--- config.mk ---
export PLATFORM = sky130hd
export DESIGN_NAME = store_queue_flat
export DESIGN_NICKNAME = d
export VERILOG_FILES = /design/src/rtl/sq_pkg.sv /design/src/rtl/store_queue_if.sv /design/src/rtl/sq_bypass_match.sv /design/src/rtl/store_queue.sv /design/src/flat_wrapper.sv
export SDC_FILE = /design/constraint.sdc
export NUM_CORES = 2
export LEC_CHECK = 0
export CAP_MARGIN = 20
export CORE_UTILIZATION = 59
export DETAILED_ROUTE_END_ITERATION = 12
export PLACE_DENSITY_LB_ADDON = 0.2
export SLEW_MARGIN = 20
export SYNTH_ARGS = -nofsm -noshare
export SYNTH_HDL_FRONTEND = slang
export SYNTH_SLANG_ARGS = --single-unit
--- constraint.sdc ---
create_clock -name clk -period 8.7 [get_ports clk]
set_input_delay 1.74 -clock clk [delete_from_list [all_inputs] [get_ports clk]]
set_output_delay 1.74 -clock clk [all_outputs]
set_load 0.005 [all_outputs]
--- src/rtl/sq_pkg.sv ---
`default_nettype none
// ============================================================================
// Module      : sq_pkg
// Description : Shared store-queue definitions. Holds the funct3 size
//               encodings and the byte-lane mask generator used by both
//               the store path and the load lookup path.
// Revision    : 1.0 - initial release
// ============================================================================
package sq_pkg;

  // funct3 encodings of the store/load access size
  localparam logic [2:0] SQ_F3_BYTE = 3'b000;
  localparam logic [2:0] SQ_F3_HALF = 3'b001;
  localparam logic [2:0] SQ_F3_WORD = 3'b010;

  // Access size as carried in funct3[1:0]
  typedef enum logic [1:0] {
    SZ_BYTE = 2'b00,
    SZ_HALF = 2'b01,
    SZ_WORD = 2'b10
  } sq_size_e;

  // Byte enables inside the 32-bit word for an access of the given size
  // at the given byte offset. Halfwords ignore offset[0].
  // Size 2'b11 is treated as a full word.
  function automatic logic [3:0] sq_byte_mask(input logic [1:0] size,
                                              input logic [1:0] offset);
    logic [3:0] mask;
    mask = 4'b1111;
    case (size)
      SZ_BYTE: mask = 4'b0001 << offset;
      SZ_HALF: mask = 4'b0011 << {offset[1], 1'b0};
      default: mask = 4'b1111;
    endcase
    return mask;
  endfunction

endpackage
`default_nettype wire

--- src/rtl/store_queue_if.sv ---
`default_nettype none
// ============================================================================
// Module      : store_queue_if
// Description : Bundle of all store-queue signals except clock and reset.
//               in_*  : driven by the core side (master)
//               out_* : driven by the store queue (slave)
//               Covers the alloc, commit, flush, load-lookup and cache-drain
//               channels.
// Revision    : 1.0 - initial release
// ============================================================================
interface store_queue_if #(
  parameter int XLEN      = 32,
  parameter int ROB_IDX_W = 4
);
  logic                 in_alloc;
  logic [XLEN-1:0]      in_addr;
  logic [XLEN-1:0]      in_data;
  logic [2:0]           in_funct3;
  logic [ROB_IDX_W-1:0] in_rob_idx;
  logic                 out_stall;
  logic                 in_complete;
  logic [ROB_IDX_W-1:0] in_complete_idx;
  logic                 in_flush;
  logic                 in_ld_valid;
  logic [XLEN-1:0]      in_ld_addr;
  logic [2:0]           in_ld_funct3;
  logic                 out_ld_hit;
  logic [XLEN-1:0]      out_ld_data;
  logic                 out_ld_conflict;
  logic                 out_cache_valid;
  logic [XLEN-1:0]      out_cache_addr;
  logic [XLEN-1:0]      out_cache_data;
  logic [3:0]           out_cache_mask;
  logic                 in_cache_ready;

  modport master (
    output in_alloc, in_addr, in_data, in_funct3, in_rob_idx,
    output in_complete, in_complete_idx, in_flush,
    output in_ld_valid, in_ld_addr, in_ld_funct3, in_cache_ready,
    input  out_stall, out_ld_hit, out_ld_data, out_ld_conflict,
    input  out_cache_valid, out_cache_addr, out_cache_data, out_cache_mask
  );

  modport slave (
    input  in_alloc, in_addr, in_data, in_funct3, in_rob_idx,
    input  in_complete, in_complete_idx, in_flush,
    input  in_ld_valid, in_ld_addr, in_ld_funct3, in_cache_ready,
    output out_stall, out_ld_hit, out_ld_data, out_ld_conflict,
    output out_cache_valid, out_cache_addr, out_cache_data, out_cache_mask
  );
endinterface
`default_nettype wire

--- src/rtl/sq_bypass_match.sv ---
`default_nettype none
// ============================================================================
// Module      : sq_bypass_match
// Description : Youngest-match search for store-to-load forwarding.
//               Walks from tail-1 back towards head and picks the first valid
//               entry that has the same word address and shares at least one
//               byte lane with the load.
//   Ports : ent_valid/ent_addr/ent_mask - per-entry state
//           head/tail                   - queue pointers
//           ld_addr/ld_mask             - load word address and lanes
//           hit_idx                     - matching entry
//           hit                         - match covers every load lane
//           conflict                    - match covers only some load lanes
// Revision    : 1.0 - initial release
// ============================================================================
module sq_bypass_match #(
  parameter int SQ_DEPTH = 8,
  parameter int AW       = 30,
  parameter int PTR_W    = $clog2(SQ_DEPTH)
) (
  input  logic [SQ_DEPTH-1:0]         ent_valid,
  input  logic [SQ_DEPTH-1:0][AW-1:0] ent_addr,
  input  logic [SQ_DEPTH-1:0][3:0]    ent_mask,
  input  logic [PTR_W-1:0]            head,
  input  logic [PTR_W-1:0]            tail,
  input  logic [AW-1:0]               ld_addr,
  input  logic [3:0]                  ld_mask,
  output logic [PTR_W-1:0]            hit_idx,
  output logic                        hit,
  output logic                        conflict
);

  logic [PTR_W-1:0] idx;
  logic             found;
  logic             done;
  logic [3:0]       match_mask;

  always_comb begin
    idx        = '0;
    found      = 1'b0;
    done       = 1'b0;
    match_mask = '0;
    hit_idx    = '0;
    // k == SQ_DEPTH wraps back to tail itself, which is the oldest slot
    // when the queue is full.
    for (int k = 1; k <= SQ_DEPTH; k++) begin
      idx = tail - PTR_W'(k);
      if (!found && !done && ent_valid[idx] && (ent_addr[idx] == ld_addr) &&
          ((ent_mask[idx] & ld_mask) != 4'b0000)) begin
        found      = 1'b1;
        hit_idx    = idx;
        match_mask = ent_mask[idx];
      end
      if (idx == head) begin
        done = 1'b1;
      end
    end
    hit      = found && ((match_mask & ld_mask) == ld_mask);
    conflict = found && ((match_mask & ld_mask) != ld_mask);
  end

endmodule
`default_nettype wire

--- src/rtl/store_queue.sv ---
`default_nettype none
// ============================================================================
// Module      : store_queue
// Description : Circular store queue with in-order commit, cache drain from
//               the head and combinational store-to-load forwarding.
//   Ports : clk   - rising-edge clock
//           reset - synchronous active-high reset
//           sq    - store_queue_if.slave (alloc, commit, flush, load
//                   lookup, cache drain)
// Revision    : 1.0 - initial release
// ============================================================================
module store_queue
  import sq_pkg::*;
#(
  parameter int SQ_DEPTH  = 8,
  parameter int ROB_IDX_W = 4,
  parameter int XLEN      = 32
) (
  input  logic          clk,
  input  logic          reset,
  store_queue_if.slave  sq
);

  localparam int PTR_W = $clog2(SQ_DEPTH);
  localparam int CNT_W = PTR_W + 1;
  localparam int AW    = XLEN - 2;

  logic [SQ_DEPTH-1:0]                valid_q, valid_d, comm_q, comm_d;
  logic [SQ_DEPTH-1:0][AW-1:0]        addr_q, addr_d;
  logic [SQ_DEPTH-1:0][XLEN-1:0]      data_q, data_d;
  logic [SQ_DEPTH-1:0][3:0]           mask_q, mask_d;
  logic [SQ_DEPTH-1:0][ROB_IDX_W-1:0] rob_q, rob_d;
  logic [PTR_W-1:0]                   head_q, head_d, tail_q, tail_d;
  logic [CNT_W-1:0]                   count_q, count_d;

  logic [SQ_DEPTH-1:0] comm_next;
  logic [CNT_W-1:0]    ncomm;
  logic                full, alloc_ok, head_ready, pop;
  logic [3:0]          ld_mask;
  logic [PTR_W-1:0]    hit_idx;
  logic                hit, conflict;
  logic                unused_funct3_msb;

  // funct3[2] only distinguishes signed/unsigned loads; lanes ignore it
  assign unused_funct3_msb = sq.in_funct3[2] ^ sq.in_ld_funct3[2];

  assign full       = (count_q == CNT_W'(SQ_DEPTH));
  assign alloc_ok   = sq.in_alloc && !full;
  assign head_ready = valid_q[head_q] && comm_q[head_q];
  assign pop        = head_ready && sq.in_cache_ready;

  // Commit lands before a same-cycle flush, so the flush boundary is
  // computed from the post-commit bits.
  always_comb begin
    comm_next = comm_q;
    ncomm     = '0;
    for (int i = 0; i < SQ_DEPTH; i++) begin
      if (sq.in_complete && valid_q[i] && (rob_q[i] == sq.in_complete_idx)) begin
        comm_next[i] = 1'b1;
      end
      if (valid_q[i] && comm_next[i]) begin
        ncomm = ncomm + CNT_W'(1);
      end
    end
  end

  always_comb begin
    valid_d = valid_q;
    comm_d  = comm_next;
    addr_d  = addr_q;
    data_d  = data_q;
    mask_d  = mask_q;
    rob_d   = rob_q;
    head_d  = head_q;
    tail_d  = tail_q;
    count_d = count_q;
    if (sq.in_flush) begin
      // Committed entries are contiguous from head, so the survivors are
      // exactly head .. head+ncomm-1.
      valid_d = valid_q & comm_next;
      comm_d  = valid_q & comm_next;
      tail_d  = head_q + ncomm[PTR_W-1:0];
      count_d = ncomm - CNT_W'(pop);
    end else begin
      if (alloc_ok) begin
        valid_d[tail_q] = 1'b1;
        comm_d[tail_q]  = 1'b0;
        addr_d[tail_q]  = sq.in_addr[XLEN-1:2];
        data_d[tail_q]  = sq.in_data << {sq.in_addr[1:0], 3'b000};
        mask_d[tail_q]  = sq_byte_mask(sq.in_funct3[1:0], sq.in_addr[1:0]);
        rob_d[tail_q]   = sq.in_rob_idx;
        tail_d          = tail_q + PTR_W'(1);
      end
      count_d = count_q + CNT_W'(alloc_ok) - CNT_W'(pop);
    end
    if (pop) begin
      valid_d[head_q] = 1'b0;
      comm_d[head_q]  = 1'b0;
      head_d          = head_q + PTR_W'(1);
    end
  end

  always_ff @(posedge clk) begin
    if (reset) begin
      valid_q <= '0;
      comm_q  <= '0;
      head_q  <= '0;
      tail_q  <= '0;
      count_q <= '0;
    end else begin
      valid_q <= valid_d;
      comm_q  <= comm_d;
      head_q  <= head_d;
      tail_q  <= tail_d;
      count_q <= count_d;
    end
  end

  // Payload is qualified by valid_q, so it needs no reset
  always_ff @(posedge clk) begin
    addr_q <= addr_d;
    data_q <= data_d;
    mask_q <= mask_d;
    rob_q  <= rob_d;
  end

  assign ld_mask = sq_byte_mask(sq.in_ld_funct3[1:0], sq.in_ld_addr[1:0]);

  sq_bypass_match #(
    .SQ_DEPTH (SQ_DEPTH),
    .AW       (AW),
    .PTR_W    (PTR_W)
  ) u_match (
    .ent_valid (valid_q),
    .ent_addr  (addr_q),
    .ent_mask  (mask_q),
    .head      (head_q),
    .tail      (tail_q),
    .ld_addr   (sq.in_ld_addr[XLEN-1:2]),
    .ld_mask   (ld_mask),
    .hit_idx   (hit_idx),
    .hit       (hit),
    .conflict  (conflict)
  );

  // Outputs are forced quiet while reset is asserted
  assign sq.out_stall       = full && !reset;
  assign sq.out_cache_valid = head_ready && !reset;
  assign sq.out_cache_addr  = sq.out_cache_valid ? {addr_q[head_q], 2'b00} : '0;
  assign sq.out_cache_data  = sq.out_cache_valid ? data_q[head_q] : '0;
  assign sq.out_cache_mask  = sq.out_cache_valid ? mask_q[head_q] : 4'b0000;
  assign sq.out_ld_hit      = sq.in_ld_valid && hit && !reset;
  assign sq.out_ld_conflict = sq.in_ld_valid && conflict && !reset;
  assign sq.out_ld_data     = sq.out_ld_hit ? data_q[hit_idx] : '0;

endmodule
`default_nettype wire
--- src/flat_wrapper.sv ---
// flat-port wrapper written by rule: the top's interface ports become plain ports
module store_queue_flat import sq_pkg::*;
#(
  parameter int SQ_DEPTH  = 8,
  parameter int ROB_IDX_W = 4,
  parameter int XLEN      = 32
)
  (clk, reset, sq_in_alloc, sq_in_addr, sq_in_data, sq_in_funct3, sq_in_rob_idx, sq_in_complete, sq_in_complete_idx, sq_in_flush, sq_in_ld_valid, sq_in_ld_addr, sq_in_ld_funct3, sq_in_cache_ready, sq_out_stall, sq_out_ld_hit, sq_out_ld_data, sq_out_ld_conflict, sq_out_cache_valid, sq_out_cache_addr, sq_out_cache_data, sq_out_cache_mask);
  store_queue_if #(.XLEN(XLEN), .ROB_IDX_W(ROB_IDX_W)) sq_i ();
  input  logic clk;
  input  logic reset;
  input wire logic [$bits(sq_i.in_alloc)-1:0] sq_in_alloc;
  input wire logic [$bits(sq_i.in_addr)-1:0] sq_in_addr;
  input wire logic [$bits(sq_i.in_data)-1:0] sq_in_data;
  input wire logic [$bits(sq_i.in_funct3)-1:0] sq_in_funct3;
  input wire logic [$bits(sq_i.in_rob_idx)-1:0] sq_in_rob_idx;
  input wire logic [$bits(sq_i.in_complete)-1:0] sq_in_complete;
  input wire logic [$bits(sq_i.in_complete_idx)-1:0] sq_in_complete_idx;
  input wire logic [$bits(sq_i.in_flush)-1:0] sq_in_flush;
  input wire logic [$bits(sq_i.in_ld_valid)-1:0] sq_in_ld_valid;
  input wire logic [$bits(sq_i.in_ld_addr)-1:0] sq_in_ld_addr;
  input wire logic [$bits(sq_i.in_ld_funct3)-1:0] sq_in_ld_funct3;
  input wire logic [$bits(sq_i.in_cache_ready)-1:0] sq_in_cache_ready;
  output wire logic [$bits(sq_i.out_stall)-1:0] sq_out_stall;
  output wire logic [$bits(sq_i.out_ld_hit)-1:0] sq_out_ld_hit;
  output wire logic [$bits(sq_i.out_ld_data)-1:0] sq_out_ld_data;
  output wire logic [$bits(sq_i.out_ld_conflict)-1:0] sq_out_ld_conflict;
  output wire logic [$bits(sq_i.out_cache_valid)-1:0] sq_out_cache_valid;
  output wire logic [$bits(sq_i.out_cache_addr)-1:0] sq_out_cache_addr;
  output wire logic [$bits(sq_i.out_cache_data)-1:0] sq_out_cache_data;
  output wire logic [$bits(sq_i.out_cache_mask)-1:0] sq_out_cache_mask;
  assign sq_i.in_alloc = sq_in_alloc;
  assign sq_i.in_addr = sq_in_addr;
  assign sq_i.in_data = sq_in_data;
  assign sq_i.in_funct3 = sq_in_funct3;
  assign sq_i.in_rob_idx = sq_in_rob_idx;
  assign sq_i.in_complete = sq_in_complete;
  assign sq_i.in_complete_idx = sq_in_complete_idx;
  assign sq_i.in_flush = sq_in_flush;
  assign sq_i.in_ld_valid = sq_in_ld_valid;
  assign sq_i.in_ld_addr = sq_in_ld_addr;
  assign sq_i.in_ld_funct3 = sq_in_ld_funct3;
  assign sq_i.in_cache_ready = sq_in_cache_ready;
  assign sq_out_stall = sq_i.out_stall;
  assign sq_out_ld_hit = sq_i.out_ld_hit;
  assign sq_out_ld_data = sq_i.out_ld_data;
  assign sq_out_ld_conflict = sq_i.out_ld_conflict;
  assign sq_out_cache_valid = sq_i.out_cache_valid;
  assign sq_out_cache_addr = sq_i.out_cache_addr;
  assign sq_out_cache_data = sq_i.out_cache_data;
  assign sq_out_cache_mask = sq_i.out_cache_mask;
  store_queue #(.SQ_DEPTH(SQ_DEPTH), .ROB_IDX_W(ROB_IDX_W), .XLEN(XLEN)) u_core (.clk(clk), .reset(reset), .sq(sq_i));
endmodule
==> summary.txt <==
Outcome
  • Status: complete, but fails checks
  • Failing checks: setup timing

Clock network
  • Clk root buf: clkbuf_16
  • Worst-path clk slew: 60 ps
  • CTS Buffer Depth: 3
  • H-tree Lvls: 3
  • Hold_buf cts: 0
  • CTS tree: built
  • Cts bufs inserted: 66
  • Clk_lat worst skew: between 600 and 700 ps
  • CTS Sinks: 586

Synth
  • Flops & latches, synth: a little under 600
  • Synth warn: 0
  • Xor/xnor share of the synthesized area: under 10%
  • Most common flop cell mapped by yosys: edfxtp_1
  • Unique masters post-synth: around 120
  • Yosys top cell area share: between 30 and 40%
  • Adder-cell share of the synthesized area: less than 1%
  • Syn_area_per_cell: about 13 um2
  • EDFF count, synth: 560
  • Post-synthesis sequential area ratio: between 30% and 40%
  • Post-Synth Simple-Gate Area: under 10%
  • Area leader, netlist: edfxtp_1
  • Largest family of logic cells by synthesized area: multiplexers
  • Synth area leaders: edfxtp_1 (38%), mux4_2 (22%), mux2i_1 (7.4%)
  • Mux cell area share after synthesis: roughly a third
  • Ys async rst share: 0%
  • Cell count after synthesis: 3460
  • Complex-gate fraction of the synthesized area: a little under a tenth
  • Synth Cell Area: 0.0448 mm2

Placed design
  • Post-detail-place hpwl: between 100000 and 150000 um
  • Gpl congestion: between 1 and 1.5
  • PortBufs: roughly 220
  • Worst slack, placed: between 100 and 150 ps
  • # placed instances: between 4000 and 5000

Floorplanning
  • Die area: 0.0770 mm2
  • Die H: between 200 and 300 um
  • Site Rows: 100
  • Die width: ~280 um
  • Top Ports: about 220
  • Starting Density: around 60%
  • Core area: between 0.07 and 0.08 mm2

Worst setup path
  • FF-to-FF path depth: 22
  • Reg2Reg Capture Point: u_core.tail_q[2]$_SDFFE_PP0P_
  • Crit end category: primary output
  • CP Max Fanout: 27
  • Flop-to-flop setup slack: between 3000 and 4000 ps
  • WS Path Type: flop to primary output
  • R2r startpoint: u_core.valid_q[1]$_SDFF_PP0_
  • CP startpoint kind: flop
  • Crit path DAT: roughly 7000 ps
  • CP required: 6960 ps

Min path
  • WHS Endpoint: u_core.comm_q[1]$_SDFF_PP0_
  • WHS Path Cells: 2
  • Hold Crit Start: u_core.comm_q[1]$_SDFF_PP0_
  • Worst min-delay path class: flop to flop

Power and ir drop
  • Leak pwr: around 17 nW
  • Peak supply drop: slightly below 0.2 mV
  • PwrDens: about 150 mW/mm2

Job
  • Max-cap violation count: 0

STA
  • Worst-Margin Slew: about 1200 ps
  • TNS Setup: -24.1 ps
  • Final hold vios: 0
  • Worst Hold Margin: 642 ps
  • Max_slew headroom: a little over a fifth
  • Max Freq: 115 MHz
  • Final max-slew violation count: 0
  • Clock skew: 26.5 ps
  • Crit share post-route: 100%
  • Finish-stage setup viols: 1
  • Min setup slack post-route: -24.1 ps
  • RSZ-0062 raised after global routing: yes
  • Period minus WS final: a little under 9000 ps

GRT
  • Tot GR Track Use: 42.9%
  • Initial antenna violation count: 8
  • First-pass GRT wire length: 241000 um
  • Grt ovf: 0
  • Vias in the first global route: approximately 35000
  • Largest net degree at the start of global routing: slightly below 100

Layout
  • Fin nets: slightly below 4000
  • Layout cell share with drive strength beyond 1: between 20% and 30%
  • Utilization after layout: between 60 and 70%
  • Area growth syn-to-layout: 14.8%
  • Final cell count without fillers: roughly 4800

Drt
  • Via-to-Cell Ratio: approximately 7.5
  • Post-Route WL: roughly 170000 um
  • DRT Pass-1 Iters: 9
  • Vias: 36000
  • Post-DRT Antenna Nets: 0
  • Drt wl/cell: about 35 um
  • DRC: 0
  • DRT iter0 DRCs: slightly above 5000
synth_stat cells (23+ instances only):
master / number
xor2_1: 56
nand3_1: 59
nand2_1: 227
buf_1: 35
buf_4: 43
nor2_1: 191
inv_1: 41
o21ai_0: 54
o21ai_1: 30
mux2i_1: 331
a21o_1: 41
clkbuf_1: 94
edfxtp_1: 560
o22ai_1: 23
and2_1: 34
dfxtp_1: 26
nor3_1: 42
a222oi_1: 33
nand4_1: 51
o21a_1: 35
mux4_2: 437
buf_6: 55
a21oi_1: 123
mux2_2: 120
nor4_1: 26
buf_2: 64
nor2b_1: 23
xnor2_1: 188
a22oi_1: 43
flip-flops by register name, summed over array words and instances, names as in the netlist:
register,flops
u_core.addr_q,240
u_core.comm_q,8
u_core.count_q,4
u_core.data_q,256
u_core.head_q,3
u_core.mask_q,32
u_core.rob_q,32
u_core.tail_q,3
u_core.valid_q,8
how the worst max path moves through the flow:
| stage | startpoint | to | slack (ps) | cells past startpoint |
|---|---|---|---|---|
| after floorplan | u_core.tail_q[0]$_SDFFE_PP0P_ | sq_out_ld_data[10] | 1450 | 25 |
| after global placement | sq_in_ld_addr[12] | sq_out_ld_data[12] | 90 | 19 |
| after detailed placement | sq_in_ld_addr[12] | sq_out_ld_data[6] | 110 | 17 |
| after CTS | sq_in_ld_addr[12] | sq_out_ld_data[12] | 20 | 19 |
| after global routing | u_core.tail_q[1]$_SDFFE_PP0P_ | sq_out_ld_data[26] | -60 | 24 |
| final | u_core.tail_q[1]$_SDFFE_PP0P_ | sq_out_ld_data[26] | -20 | 24 |
kinds of logic (layout without fill, tap and decap cells):
kind of cell               count (synthesis)  in the layout
muxes                                    899            899
adders and majority gates                 24             24
xor gates and xnor gates                 255            255
other                                      1              6
AOI/OAI and AO/OA                        576            576
DFF                                      586            586
buffers and inverters                    366            700
and+or+nand+nor                          753            753
critical path, cell delays in order, from the launching register on:
cell             delay, ps
dfxtp_4                440
inv_1                  110
buf_4                  230
ha_4                   340
buf_12                 140
buf_12                 220
mux4_2                 530
mux2i_2                240
xnor2_1                180
buf_4                  180
nand4_1                240
nor4_2                 420
and4_1                 330
and2_2                 240
buf_4                  150
nand3b_1               160
a21oi_2                 50
buf_4                  180
a2111oi_4              430
buf_12                 230
buf_4                  220
o21ai_1                110
a21o_1                 190
a21oi_1                180
clkdlybuf4s50_1        540
what timing repair did:
item,in CTS,in global routing
pin swaps,2,5
gates resized for setup,3,30
buffers inserted,10,6
endpoints found under the setup margin,33,33
cloned,1,1
cell usage in the layout, fill, tap and decap left out, drive strengths merged, types with 42 or more instances in the layout:
cell type and n:
nor2 192, inv 49, nand4 52, mux2i 331, xor2 60, clkbuf 80, clkdlybuf4s50 212, nand2 228
mux4 448, o21ai 86, a22oi 43, xnor2 191, mux2 120, edfxtp 560, a21oi 125, nor3 42
nand3 59, buf 304
report_power, final:
| part | leakage, nW | total (mW) | switching [mW] | internal, mW |
|---|---|---|---|---|
| Combinational | 10.6 | 1.56 | 0.916 | 0.644 |
| Sequential | 5.29 | 3.17 | 0.0364 | 3.14 |
| Clock | 1.02 | 2.78 | 1.25 | 1.54 |
cell type report:
cell class	count	area, um2
fill	5163	23400
multi-input combinational	2509	25500
sequential	586	17400
clock buffer	79	1730
tap	969	1210
antenna	4	10.0
clock inverter	38	398
inverter	62	258
timing repair buffer	521	5010
metal layers:
metal / track usage [%] / share of wire (%)
met1: 58.0 / 37
met2: 65.0 / 45
met3: 11.4 / 13
met4: 19.8 / 5.5
met5: 0 / 0.058
through the flow:
step	power, mW	cell area, um2
floorplan	4.14	44800
global placement	4.68	48900
detailed placement	4.70	48900
CTS	7.46	51200
global route	7.66	51400
finish	7.52	51400
Power figures use the tool's default switching activity.
